`src/rtl/uart_pkg.sv`:
```
// rtl/uart_pkg.sv - shared UART states, line levels and parity encodings
package uart_pkg;

    typedef enum logic [2:0] {
        IDLE,
        START,
        DATA,
        PARITY,
        STOP
    } tx_state_e;

    localparam logic START_BIT  = 1'b0;
    localparam logic STOP_BIT   = 1'b1;
    localparam logic IDLE_LEVEL = 1'b1;

    localparam int DEFAULT_DATA_WIDTH = 8;

    localparam logic PAR_EVEN = 1'b0;
    localparam logic PAR_ODD  = 1'b1;

endpackage

```
`src/rtl/uart_tx_bit_timer.sv`:
```
// rtl/uart_tx_bit_timer.sv - counts 0..P-1 while run, pulses bit_done on P-1
module uart_tx_bit_timer #(
    parameter int PRESCALE_W = 6
) (
    input  logic                  clk,
    input  logic                  rst,
    input  logic [PRESCALE_W-1:0] prescale,
    input  logic                  run,
    output logic                  bit_done
);

    logic [PRESCALE_W-1:0] cnt_q, cnt_d;

    // prescale is never 0 while run is high, so P-1 does not wrap
    assign bit_done = run && (cnt_q == (prescale - PRESCALE_W'(1)));

    always_comb begin
        cnt_d = cnt_q + PRESCALE_W'(1);
        if (!run || bit_done) begin
            cnt_d = '0;
        end
    end

    always_ff @(posedge clk) begin
        if (rst) begin
            cnt_q <= '0;
        end else begin
            cnt_q <= cnt_d;
        end
    end

endmodule

```
`src/rtl/uart_tx.sv`:
```
// rtl/uart_tx.sv - UART transmitter; UART_TX_TWO_STOP_EN adds a stop2 input
module uart_tx
    import uart_pkg::*;
#(
    parameter int DATA_WIDTH = DEFAULT_DATA_WIDTH,
    parameter int PRESCALE_W = 6
) (
    input  logic                  clk,
    input  logic                  rst,
    input  logic [DATA_WIDTH-1:0] p_data,
    input  logic                  data_valid,
    input  logic                  par_en,
    input  logic                  par_typ,
    input  logic [PRESCALE_W-1:0] prescale,
`ifdef UART_TX_TWO_STOP_EN
    input  logic                  stop2,
`endif
    output logic                  tx_out,
    output logic                  busy
);

    localparam int CNT_W = (DATA_WIDTH > 1) ? $clog2(DATA_WIDTH) : 1;

    tx_state_e             state_q, state_d;
    logic [DATA_WIDTH-1:0] shift_q, shift_d;
    logic [CNT_W-1:0]      bit_cnt_q, bit_cnt_d;
    logic [PRESCALE_W-1:0] presc_q, presc_d;
    logic                  par_q, par_d;
    logic                  pen_q, pen_d;
    logic                  tx_q, tx_d;
    logic                  busy_q, busy_d;
    logic                  bit_done;
`ifdef UART_TX_TWO_STOP_EN
    logic                  stop2_q, stop2_d;
    logic                  stop_idx_q, stop_idx_d;
`endif

    uart_tx_bit_timer #(
        .PRESCALE_W(PRESCALE_W)
    ) u_bit_timer (
        .clk     (clk),
        .rst     (rst),
        .prescale(presc_q),
        .run     (state_q != IDLE),
        .bit_done(bit_done)
    );

    always_comb begin
        state_d   = state_q;
        shift_d   = shift_q;
        bit_cnt_d = bit_cnt_q;
        presc_d   = presc_q;
        par_d     = par_q;
        pen_d     = pen_q;
`ifdef UART_TX_TWO_STOP_EN
        stop2_d    = stop2_q;
        stop_idx_d = stop_idx_q;
`endif
        case (state_q)
            IDLE: begin
                if (data_valid) begin
                    shift_d   = p_data;
                    bit_cnt_d = '0;
                    presc_d   = (prescale == '0) ? PRESCALE_W'(1) : prescale;
                    par_d     = (^p_data) ^ (par_typ != PAR_EVEN);
                    pen_d     = par_en;
`ifdef UART_TX_TWO_STOP_EN
                    stop2_d    = stop2;
                    stop_idx_d = 1'b0;
`endif
                    state_d   = START;
                end
            end
            START: begin
                if (bit_done) begin
                    state_d = DATA;
                end
            end
            DATA: begin
                if (bit_done) begin
                    if (bit_cnt_q == CNT_W'(DATA_WIDTH - 1)) begin
                        state_d = pen_q ? PARITY : STOP;
                    end else begin
                        shift_d   = shift_q >> 1;
                        bit_cnt_d = bit_cnt_q + CNT_W'(1);
                    end
                end
            end
            PARITY: begin
                if (bit_done) begin
                    state_d = STOP;
                end
            end
            STOP: begin
                if (bit_done) begin
`ifdef UART_TX_TWO_STOP_EN
                    if (stop2_q && !stop_idx_q) begin
                        stop_idx_d = 1'b1;
                    end else begin
                        state_d = IDLE;
                    end
`else
                    state_d = IDLE;
`endif
                end
            end
            default: state_d = IDLE;
        endcase

        // Line level is decoded from the next state so tx_out is a clean register
        case (state_d)
            START:   tx_d = START_BIT;
            DATA:    tx_d = shift_d[0];
            PARITY:  tx_d = par_q;
            STOP:    tx_d = STOP_BIT;
            default: tx_d = IDLE_LEVEL;
        endcase
        busy_d = (state_d != IDLE);
    end

    always_ff @(posedge clk) begin
        if (rst) begin
            state_q   <= IDLE;
            shift_q   <= '0;
            bit_cnt_q <= '0;
            presc_q   <= '0;
            par_q     <= 1'b0;
            pen_q     <= 1'b0;
            tx_q      <= IDLE_LEVEL;
            busy_q    <= 1'b0;
`ifdef UART_TX_TWO_STOP_EN
            stop2_q    <= 1'b0;
            stop_idx_q <= 1'b0;
`endif
        end else begin
            state_q   <= state_d;
            shift_q   <= shift_d;
            bit_cnt_q <= bit_cnt_d;
            presc_q   <= presc_d;
            par_q     <= par_d;
            pen_q     <= pen_d;
            tx_q      <= tx_d;
            busy_q    <= busy_d;
`ifdef UART_TX_TWO_STOP_EN
            stop2_q    <= stop2_d;
            stop_idx_q <= stop_idx_d;
`endif
        end
    end

    assign tx_out = tx_q;
    assign busy   = busy_q;

endmodule

```
`config.mk`:
```
export PLATFORM = sky130hd
export DESIGN_NAME = uart_tx
export DESIGN_NICKNAME = d
export VERILOG_FILES = /design/src/rtl/uart_pkg.sv /design/src/rtl/uart_tx_bit_timer.sv /design/src/rtl/uart_tx.sv
export SDC_FILE = /design/constraint.sdc
export NUM_CORES = 1
export LEC_CHECK = 0
export BUFFER_PORTS_ARGS = -buffer_cell sky130_fd_sc_hd__buf_2
export CAP_MARGIN = 25
export CORE_ASPECT_RATIO = 1.75
export CORE_UTILIZATION = 40
export DETAILED_ROUTE_END_ITERATION = 7
export GPL_TIMING_DRIVEN = 0
export PLACE_DENSITY = 0.65
export SLEW_MARGIN = 20
export SYNTH_ARGS = -nofsm -noshare
export SYNTH_HDL_FRONTEND = slang
export SYNTH_SLANG_ARGS = --single-unit
```
`constraint.sdc`:
```
create_clock -name clk -period 2.6 [get_ports clk]
set_input_delay 0.52 -clock clk [delete_from_list [all_inputs] [get_ports clk]]
set_output_delay 0.52 -clock clk [all_outputs]
set_load 0.005 [all_outputs]
```
==> Word level (Yosys, flattened, before mapping) <==
Cells that the tools add are included.
{ "totals": {"output_inout_bits": 2, "wordCells": 56, "inputBits": 19, "reg_bits": 30} }
{ "classes": {"n_reduce_logical": 12, "mux": 18, "n_addsub": 3, "n_eq_ne": 12, "bitwise": 1} }
{ "ops": {"columns": ["operator", "count"], "rows": [
  ["$mux W3", 10],
  ["$mux W8", 3],
  ["$pmux W8 S2", 1],
  ["$pmux W3 S5", 1],
  ["$eq A3 B2 Y1 const B", 4],
  ["$reduce_xor A8 Y1", 1],
  ["$add A6 B1 Y6 const B", 1],
  ["$eq A3 B1 Y1 const B", 2],
  ["$eq A3 B3 Y1 const B", 2],
  ["$eq A6 B6 Y1", 1],
  ["$logic_not A6 Y1", 1],
  ["$mux W6", 1],
  ["$pmux W3 S2", 1],
  ["$reduce_bool A3 Y1", 2],
  ["$sub A6 B1 Y6 const B", 1],
  ["$ne A2 B2 Y1 const B", 2],
  ["$reduce_and A4 Y1", 1],
  ["$add A3 B1 Y3 const B", 1],
  ["$logic_not A3 Y1", 1],
  ["$pmux W1 S3", 1],
  ["$ne A2 B1 Y1 const B", 1],
  ["$reduce_and A2 Y1", 1],
  ["$reduce_bool A2 Y1", 1],
  ["$reduce_or A2 Y1", 1],
  ["other kinds (4)", 4]
]} }

==> Depth between registers and ports, before layout <==
Gate-level depths: netlist of the first run.
{ "depth": {"depth_word": 7, "depth_mapped": 9, "ltp_nobuf": 8} }

==> Hierarchy <==
A second synthesis of the first run with hierarchy kept.
{ "unflattened": {"cells_unflattened": 176, "area_unflattened_um2": 1627.8} }
{ "modules_own_cells": {"columns": ["module", "area_per_inst_um2", "cells_each", "n_inst", "seq_area_each_um2"], "rows": [
  ["uart_tx", 1206.2, 130, 1, 480.5],
  ["uart_tx_bit_timer", 421.7, 46, 1, 120.1]
]} }

==> Least setup slack after synthesis of the first run <==
OpenSTA, ideal clock, no wires.
{ "synth_timing": {"path_kind": "reg-to-reg", "start": "register presc_q[0]", "end": "register bit_cnt_q[0]", "synth_period_minus_slack_ps": 2408, "path_stages_with_launch": 8, "t_arrival_ps": 2285, "n_path_buf": 1, "setup_ps": 122, "t_required_ps": 2478, "path_slack_ps": 192, "cell_sequence": "dfxtp_1 or4_1 or3_1 a211o_2 or4_1 buf_6 a21oi_2 a211oi_1"} }
{ "synth_via": {"elab_chain_len": 5} }
{ "synth_lines": {"columns": ["item", "line_no", "text"], "rows": [
  ["from (decl)", "uart_tx.sv:27", "logic [PRESCALE_W-1:0] presc_q, presc_d;"],
  ["from (signal assigned)", "uart_tx.sv:139", "presc_q <= presc_d;"],
  ["$sub A6 B1 Y6", "uart_tx_bit_timer.sv:15", "assign bit_done = run && (cnt_q == (prescale - PRESCALE_W'(1)));"],
  ["$eq A6 B6 Y1", "uart_tx_bit_timer.sv:15", null],
  ["$logic_and A1 B1 Y1", "uart_tx_bit_timer.sv:15", null],
  ["$ne A2 B1 Y1 (no line)", null, null],
  ["$reduce_and A4 Y1 (no line)", null, null],
  ["to (signal assigned)", "uart_tx.sv:138", "bit_cnt_q <= bit_cnt_d;"],
  ["to (decl)", "uart_tx.sv:26", "logic [CNT_W-1:0] bit_cnt_q, bit_cnt_d;"]
]} }
Every way passes these cells.
A chain may end at the register's enable or synchronous reset.

==> Worst setup path in the final report of the first run <==
Same ends and word-level chain as after synthesis.

==> qor.json, run 1 <==
{
  "totalPowerFinal_mw": 1.024,
  "synth-edff-count": 0,
  "routed_wire_length_per_instance_microns": 13.95,
  "drv_cap": 0,
  "dr_total_vias": 1466,
  "report.final.slew_viol_count": 0,
  "worst_setup_path_start_kind": "register",
  "stdcell_area_sq_um": 1876,
  "tritoncts_clock_tree": "done",
  "finalHoldWorstSlack_ns": 0.4654,
  "finalSetupViolations": 0,
  "ys_dominant_reg_cell": "sky130_fd_sc_hd__dfxtp_1",
  "fp.dieArea_sq_um": 4213,
  "critical_path.endpoint_type": "register",
  "post_cts_hold_buffer_count": 0,
  "syn_avg_cell_area_sq_um": 8.267,
  "timing.final.hold_violations": 0,
  "drcViolationCount": 0,
  "cpMostUsedCell": "sky130_fd_sc_hd__or4_4",
  "fill_cells": 400,
  "cp_max_fanout": 10,
  "post-route-period-util_pct": 97.54,
  "layout_min_cycle_time_ns": 2.536,
  "result_of_the_run": "completed",
  "dieHeight_microns": 85.12,
  "drt_first_pass_iters": 4,
  "core_region_area_sq_um": 3701,
  "share_of_the_synthesized_area_in_the_top_cell_type_pct": 38.03,
  "via_per_inst": 5.532,
  "cts-root-buf": "sky130_fd_sc_hd__clkbuf_8",
  "chipWidth_microns": 49.50,
  "placement.cell_area_sq_um": 1737,
  "synth_register_bits": 30,
  "placement_rows": 29,
  "seq_area_frac_synth_pct": 38.03,
  "final_nets": 242,
  "crit_chain": "or4_4 -> or3_4 -> a211o_4 -> or4_4 -> buf_6 -> a21oi_2 -> a211oi_2",
  "max-clock-path-buffers": 2,
  "first_global_vias": 1423,
  "critPathKind": "reg2reg",
  "antenna_found_initial": 0,
  "synth_cells": 191,
  "place.port_buffers": 20,
  "p_leak_nw": 0.6753,
  "fmax_mhz": 394.3,
  "postSynth.asyncResetShare_pct": 0,
  "post_synth_mux_area_share_pct": 0,
  "worstMarginPinSlew_ns": 0.5271,
  "netlist_top_cells_count": "sky130_fd_sc_hd__dfxtp_1 (30), sky130_fd_sc_hd__nand3_1 (24), sky130_fd_sc_hd__nand2_1 (22)",
  "finalClockSkew_ns": 0.007472,
  "min-delay-path-class": "reg2reg",
  "synth.most_common_cell": "sky130_fd_sc_hd__dfxtp_1",
  "synthDistinctLibCells": 38,
  "globalplace.congestion": 0.8453,
  "largest_family_of_logic_cells_by_synthesized_area": "simple AND/OR/NAND/NOR gates",
  "power_density_nw_per_um2": 545.9,
  "h-tree-depth": 2,
  "synth_largest_area_cell": "sky130_fd_sc_hd__dfxtp_1",
  "synth_compound_gate_area_share_pct": 20.84,
  "initial_core_util_pct": 42.66,
  "crit_path_max_incr_delay_ns": 0.53,
  "synth-xor-area-share_pct": 10.54,
  "net_count_after_synthesis": 214,
  "crit_path_top_delay_cell": "sky130_fd_sc_hd__or4_4",
  "grt_first_pass_wirelength_mm": 6.437,
  "required_ns": 2.76,
  "flow.area_growth_from_synthesis_pct": 18.78,
  "drt_first_iter_violations": 50,
  "setup_total_negative_slack_ns": 0,
  "synthesis.area_sq_um": 1579,
  "finalWirelength_mm": 3.696,
  "timing.slew.headroom_pct": 64.86,
  "unrepaired_setup_endpoints_after_global_routing": "yes",
  "crit_arrival_ns": 2.70,
  "remaining_antenna_violation_count_after_routing": 0,
  "cts.sink_count": 30,
  "synth_adder_area_share_pct": 3.170,
  "yosys-top-cells-area": "sky130_fd_sc_hd__dfxtp_1 (38%), sky130_fd_sc_hd__nand3_1 (7.6%), sky130_fd_sc_hd__xnor2_1 (6.7%), sky130_fd_sc_hd__nand2_1 (5.2%), sky130_fd_sc_hd__a21oi_1 (4.8%)",
  "dp_hpwl_mm": 2.766,
  "yosysWarnings": 0,
  "antennaDiodeCount": 0,
  "finalNonFillerCells": 265,
  "placed_cells": 257,
  "clock_insertion_delay_worst_skew_ns": 0.28,
  "irDropWorstVdd_uv": 371.2,
  "final_layout_size_suffix_gt1_share_pct": 20.55,
  "track_usage_pct": 20.04,
  "tritoncts.num_buffers": 5,
  "io_pins": 21,
  "grt_start_max_net_pins": 11,
  "cts.reportedPaths.clkPinSlew_ns": 0.06,
  "synth-simple-area-share_pct": 23.77,
  "overflow_left_after_global_routing": 0
}
-- cells by family (layout without fill, tap and decap cells) --
kind of cell | Yosys count | count (layout)
adder cells (fa/ha/maj) | 4 | 4
XOR/XNOR | 19 | 19
AO/OA/AOI/OAI | 48 | 48
flip-flops | 30 | 30
buffers and inverters | 13 | 41
AND/OR/NAND/NOR | 77 | 77
-- power breakdown --
group	total [mW]	internal, mW	switching, mW
clock	0.348	0.184	0.164
sequential	0.501	0.483	0.0181
combinational	0.175	0.0764	0.0985
-- metal layers --
metal | vias up | GRT usage (%) | part of all wire (%)
li1 | 750 | - | -
met2 | 23 | 37.61 | 57
met1 | 689 | 19.64 | 38
met4 | 0 | 11.95 | 2.0
met3 | 4 | 3.763 | 2.7
met5 | - | 0 | 0
-- timing repair --
item | 4_1_cts | 5_1_grt
gates resized for setup | 0 | 11
hold endpoints to repair | 0 | 0
buffers inserted | 0 | 1
endpoints found under the setup margin | 0 | 12
-- critical path: cells and delay by family (launching register included) --
family / cells / cell delay [ns]
simple gates: 3 / 1.32
compound gates: 3 / 0.60
flops: 1 / 0.34
buf+inv: 1 / 0.16
-- flip-flops by register name, summed over array words and instances, names as in the netlist --
register,flops
shift_q,8
presc_q,6
u_bit_timer.cnt_q,6
bit_cnt_q,3
state_q,3
busy,1
par_q,1
pen_q,1
tx_out,1
-- stage by stage --
stage / util, % / worst slack (ns)
final: 50.68 / 0.06390
after global routing: 50.68 / -0.006422
after CTS: 48.99 / 0.01781
after detailed placement: 46.92 / 0.04291
after global placement: 46.92 / 0.03340
after floorplan: - / 0.1924
-- cell usage in the layout (no fill, tap or decap), types with 2 or more instances in the layout --
cell type,instances
sky130_fd_sc_hd__xnor2_1,12
sky130_fd_sc_hd__dfxtp_1,28
sky130_fd_sc_hd__ha_1,4
sky130_fd_sc_hd__nand2_1,22
sky130_fd_sc_hd__or4_4,2
sky130_fd_sc_hd__or4_1,2
sky130_fd_sc_hd__nor3_1,4
sky130_fd_sc_hd__xor2_1,7
sky130_fd_sc_hd__nor2_1,15
sky130_fd_sc_hd__a21oi_1,15
sky130_fd_sc_hd__buf_2,21
sky130_fd_sc_hd__nand3_1,24
sky130_fd_sc_hd__a22oi_1,7
sky130_fd_sc_hd__a31oi_1,8
sky130_fd_sc_hd__o21ai_0,2
sky130_fd_sc_hd__or2_2,2
sky130_fd_sc_hd__inv_1,4
sky130_fd_sc_hd__dfxtp_2,2
sky130_fd_sc_hd__clkbuf_8,5
sky130_fd_sc_hd__clkbuf_1,8
-- final timing paths --
kind | from | to | slack [ns] | cells past startpoint
setup / recovery | presc_q[0] | bit_cnt_q[0] | 0.06 | 7
hold / removal | par_q | par_q | 0.47 | 2
setup reg to reg | presc_q[0] | bit_cnt_q[0] | 0.06 | 7
hold reg to reg | par_q | par_q | 0.47 | 2
-- cell type report --
class / count / area, sq um / area share, %
flip-flops and latches: 30 / 603.1 / 32.15
plain buffers: 9 / 42.54 / 2.268
multi-input cells: 148 / 973.4 / 51.90
inverters: 4 / 15.01 / 0.8005
clock buffers: 7 / 76.32 / 4.069
repair buffers: 21 / 107.6 / 5.737
well taps: 46 / 57.56 / 3.069
(Power assumes the default switching activity.)
==> run 2: changes to the inputs <==
--- a/config.mk
+++ b/config.mk
@@ -11,7 +11,7 @@
 export CORE_UTILIZATION = 40
 export DETAILED_ROUTE_END_ITERATION = 7
 export GPL_TIMING_DRIVEN = 0
-export PLACE_DENSITY = 0.65
+export PLACE_DENSITY = 0.67
 export SLEW_MARGIN = 20
 export SYNTH_ARGS = -nofsm -noshare
 export SYNTH_HDL_FRONTEND = slang
==> constraint.sdc (replaced) <==
create_clock -name clk -period 2.32 [get_ports clk]
set_input_delay 0.464 -clock clk [delete_from_list [all_inputs] [get_ports clk]]
set_output_delay 0.464 -clock clk [all_outputs]
set_load 0.005 [all_outputs]
==> run 2 against run 1 <==
Against the previous run: the flow now finishes with violations (setup timing); maximum frequency up 4.0%; via count grew 5.0%; sequential share of layout area shrank 2.7 points; design area increased by 9.3%.
==> qor.json, run 2 (same netlist as run 1, synthesis figures left out) <==
{
  "most-common-layout-cells": "sky130_fd_sc_hd__dfxtp_1 (27), sky130_fd_sc_hd__nand2_1 (21), sky130_fd_sc_hd__buf_2 (21)",
  "clock_insertion_delay_worst_skew": {"value": 0.29, "unit": "ns", "change": "about the same"},
  "regMostFlops": "shift_q",
  "cts-root-buf": "sky130_fd_sc_hd__clkbuf_8",
  "power_density": {"value": 598.9, "unit": "nW/um^2", "change": "+9.7%"},
  "initial_core_util": {"value": 42.66, "unit": "%", "change": "unchanged"},
  "via_per_inst": {"value": 5.679, "change": "+2.7%"},
  "post-route-period-util": {"value": 105.1, "unit": "%", "change": "+7.6 points"},
  "drv_cap": {"value": 0, "change": "unchanged"},
  "finalNonFillerCells": {"value": 271, "change": "+2.3%"},
  "remaining_antenna_violation_count_after_routing": {"value": 0, "change": "unchanged"},
  "tritoncts_clock_tree": "done",
  "rr_endpoint": "bit_cnt_q[0]",
  "max-clock-path-buffers": {"value": 2, "change": "unchanged"},
  "worst_setup_path_endpoint": "bit_cnt_q[0]",
  "place.port_buffers": {"value": 20, "change": "unchanged"},
  "dieHeight": {"value": 85.12, "unit": "microns", "change": "unchanged"},
  "report.final.slew_viol_count": {"value": 0, "change": "unchanged"},
  "unrepaired_setup_endpoints_after_global_routing": "yes",
  "stdcell_area": {"value": 2051, "unit": "sq um", "change": "+9.3%"},
  "drt_first_iter_violations": {"value": 32, "change": "-36%"},
  "worst_setup_path_start_kind": "register",
  "fp.dieArea": {"value": 4213, "unit": "sq um", "change": "unchanged"},
  "largest_register_ff_count": {"value": 8, "change": "unchanged"},
  "drt_first_pass_iters": {"value": 4, "change": "unchanged"},
  "overflow_left_after_global_routing": {"value": 0, "change": "unchanged"},
  "h-tree-depth": {"value": 2, "change": "unchanged"},
  "placed_cells": {"value": 257, "change": "unchanged"},
  "p_leak": {"value": 0.7294, "unit": "nW", "change": "+8.0%"},
  "chipWidth": {"value": 49.50, "unit": "microns", "change": "unchanged"},
  "fmax": {"value": 410.1, "unit": "MHz", "change": "+4.0%"},
  "final.setup.worst_slack": {"value": -0.1184, "unit": "ns", "change": "-0.1823 ns"},
  "finalSetupViolations": {"value": 13, "change": "+13"},
  "io_pins": {"value": 21, "change": "unchanged"},
  "result_of_the_run": "finished with violations",
  "violations": "setup timing",
  "grt_first_pass_wirelength": {"value": 6.568, "unit": "mm", "change": "+2.0%"},
  "timing.reg2reg.setup_slack": {"value": -0.12, "unit": "ns", "change": "-0.18 ns"},
  "post_cts_hold_buffer_count": {"value": 0, "change": "unchanged"},
  "placement_rows": {"value": 29, "change": "unchanged"},
  "globalplace.congestion": {"value": 0.8386, "change": "-0.79%"},
  "dr_total_vias": {"value": 1539, "change": "+5.0%"},
  "routed_wire_length_per_instance": {"value": 14.99, "unit": "microns", "change": "+7.4%"},
  "final_layout_size_suffix_gt1_share": {"value": 30.22, "unit": "%", "change": "+9.7 points"},
  "launching_instance_or_port_of_the_critical_path": "presc_q[0]",
  "cts.reportedPaths.clkPinSlew": {"value": 0.06, "unit": "ns", "change": "about the same"},
  "antennaDiodeCount": {"value": 0, "change": "unchanged"},
  "layout_min_cycle_time": {"value": 2.438, "unit": "ns", "change": "-0.09773 ns"},
  "ff2ff_path_depth": {"value": 6, "change": "-1"},
  "crit_arrival": {"value": 2.62, "unit": "ns", "change": "-0.08 ns"},
  "critPathKind": "reg2reg",
  "worstMarginPinSlew": {"value": 0.6363, "unit": "ns", "change": "+0.1092 ns"},
  "finalWirelength": {"value": 4.061, "unit": "mm", "change": "+9.9%"},
  "timing.final.hold_violations": {"value": 0, "change": "unchanged"},
  "drcViolationCount": {"value": 0, "change": "unchanged"},
  "irDropWorstVdd": {"value": 423.1, "unit": "uV", "change": "+14%"},
  "antenna_found_initial": {"value": 0, "change": "unchanged"},
  "cp_max_fanout": {"value": 5, "change": "-5"},
  "fill_cells": {"value": 354, "change": "-12%"},
  "reg_top3": "shift_q: 8 flops, presc_q: 6 flops, u_bit_timer.cnt_q: 6 flops",
  "flow.area_growth_from_synthesis_pct": 29.87,
  "totalPowerFinal": {"value": 1.228, "unit": "mW", "change": "+20%"},
  "crit-reg2reg-launch": "presc_q[0]",
  "min-delay-path-class": "in2reg",
  "required": {"value": 2.50, "unit": "ns", "change": "-0.26 ns"},
  "layout_commonest_cell": "sky130_fd_sc_hd__dfxtp_1",
  "tritoncts.num_buffers": {"value": 5, "change": "unchanged"},
  "final_nets": {"value": 247, "change": "+2.1%"},
  "grt_start_max_net_pins": {"value": 11, "change": "unchanged"},
  "timing.slew.headroom": {"value": 57.58, "unit": "%", "change": "-7.3 points"},
  "core_region_area": {"value": 3701, "unit": "sq um", "change": "unchanged"},
  "first_global_vias": {"value": 1500, "change": "+5.4%"},
  "placement.cell_area": {"value": 1738, "unit": "sq um", "change": "about the same"},
  "finalClockSkew": {"value": 0.007648, "unit": "ns", "change": "+0.0001756 ns"},
  "cts.sink_count": {"value": 30, "change": "unchanged"},
  "dp_hpwl": {"value": 2.695, "unit": "mm", "change": "-2.5%"},
  "track_usage": {"value": 20.60, "unit": "%", "change": "+0.56 points"},
  "critical_path.endpoint_type": "register"
}
## run 2: report_power, final
group / switching (mW) / internal [mW]
clock: 0.203 / 0.239
sequential: 0.0225 / 0.541
combinational: 0.126 / 0.0960
## run 2: metal layers
metal	up-vias	part of all wire (%)	global-route usage, %
li1	762	-	-
met1	740	37	19.58
met2	26	58	39.10
met3	11	2.5	5.556
met4	0	2.8	10.39
met5	-	0	0
## run 2: what timing repair did
item,CTS,global route
gates resized for setup,21,16
pin swaps,6,13
endpoints found under the setup margin,14,15
gates cloned,1,1
buffers inserted,3,2
## run 2: worst min path at each step
| stage | slack, ns | depth (start not counted) | start | to |
|---|---|---|---|---|
| global placement | 0.47 | 2 | par_q | par_q |
| detailed placement | 0.47 | 1 | bit_cnt_q[0] | bit_cnt_q[0] |
| finish | 0.40 | 2 | rst | bit_cnt_q[0] |
| global route | 0.40 | 2 | rst | bit_cnt_q[0] |
| floorplan | 0.43 | 2 | par_q | par_q |
| CTS | 0.40 | 2 | rst | bit_cnt_q[0] |
## run 2: cell type report
| cell class | count | area (sq um) | area share, % |
|---|---|---|---|
| multi-input cells | 149 | 1095 | 53.39 |
| flip-flops and latches | 30 | 604.3 | 29.47 |
| repair buffers | 26 | 156.4 | 7.627 |
| clock buffers | 7 | 86.33 | 4.210 |
| well taps | 46 | 57.56 | 2.807 |
| plain buffers | 8 | 31.28 | 1.525 |
| inverters | 4 | 15.01 | 0.7322 |
| clock inverters | 1 | 5.005 | 0.2441 |
## run 2: stage by stage
step	hold slack, ns	setup TNS, ns	worst slack, ns	util, %
finish	0.4027	-0.9037	-0.1184	55.41
floorplan	0.4265	-0.1183	-0.04690	-
CTS	0.3972	-0.9280	-0.1004	52.70
detailed placement	0.4680	-1.579	-0.2257	46.96
global placement	0.4654	-1.824	-0.2221	46.96
global route	0.4044	-1.524	-0.1653	55.41
## run 2: critical path, cell delays in order, from the launching register on
cell	delay, ns
sky130_fd_sc_hd__dfxtp_2	0.32
sky130_fd_sc_hd__or4_4	0.52
sky130_fd_sc_hd__or3_4	0.36
sky130_fd_sc_hd__a211o_4	0.39
sky130_fd_sc_hd__or4_4	0.50
sky130_fd_sc_hd__a21oi_2	0.15
sky130_fd_sc_hd__a211oi_1	0.08
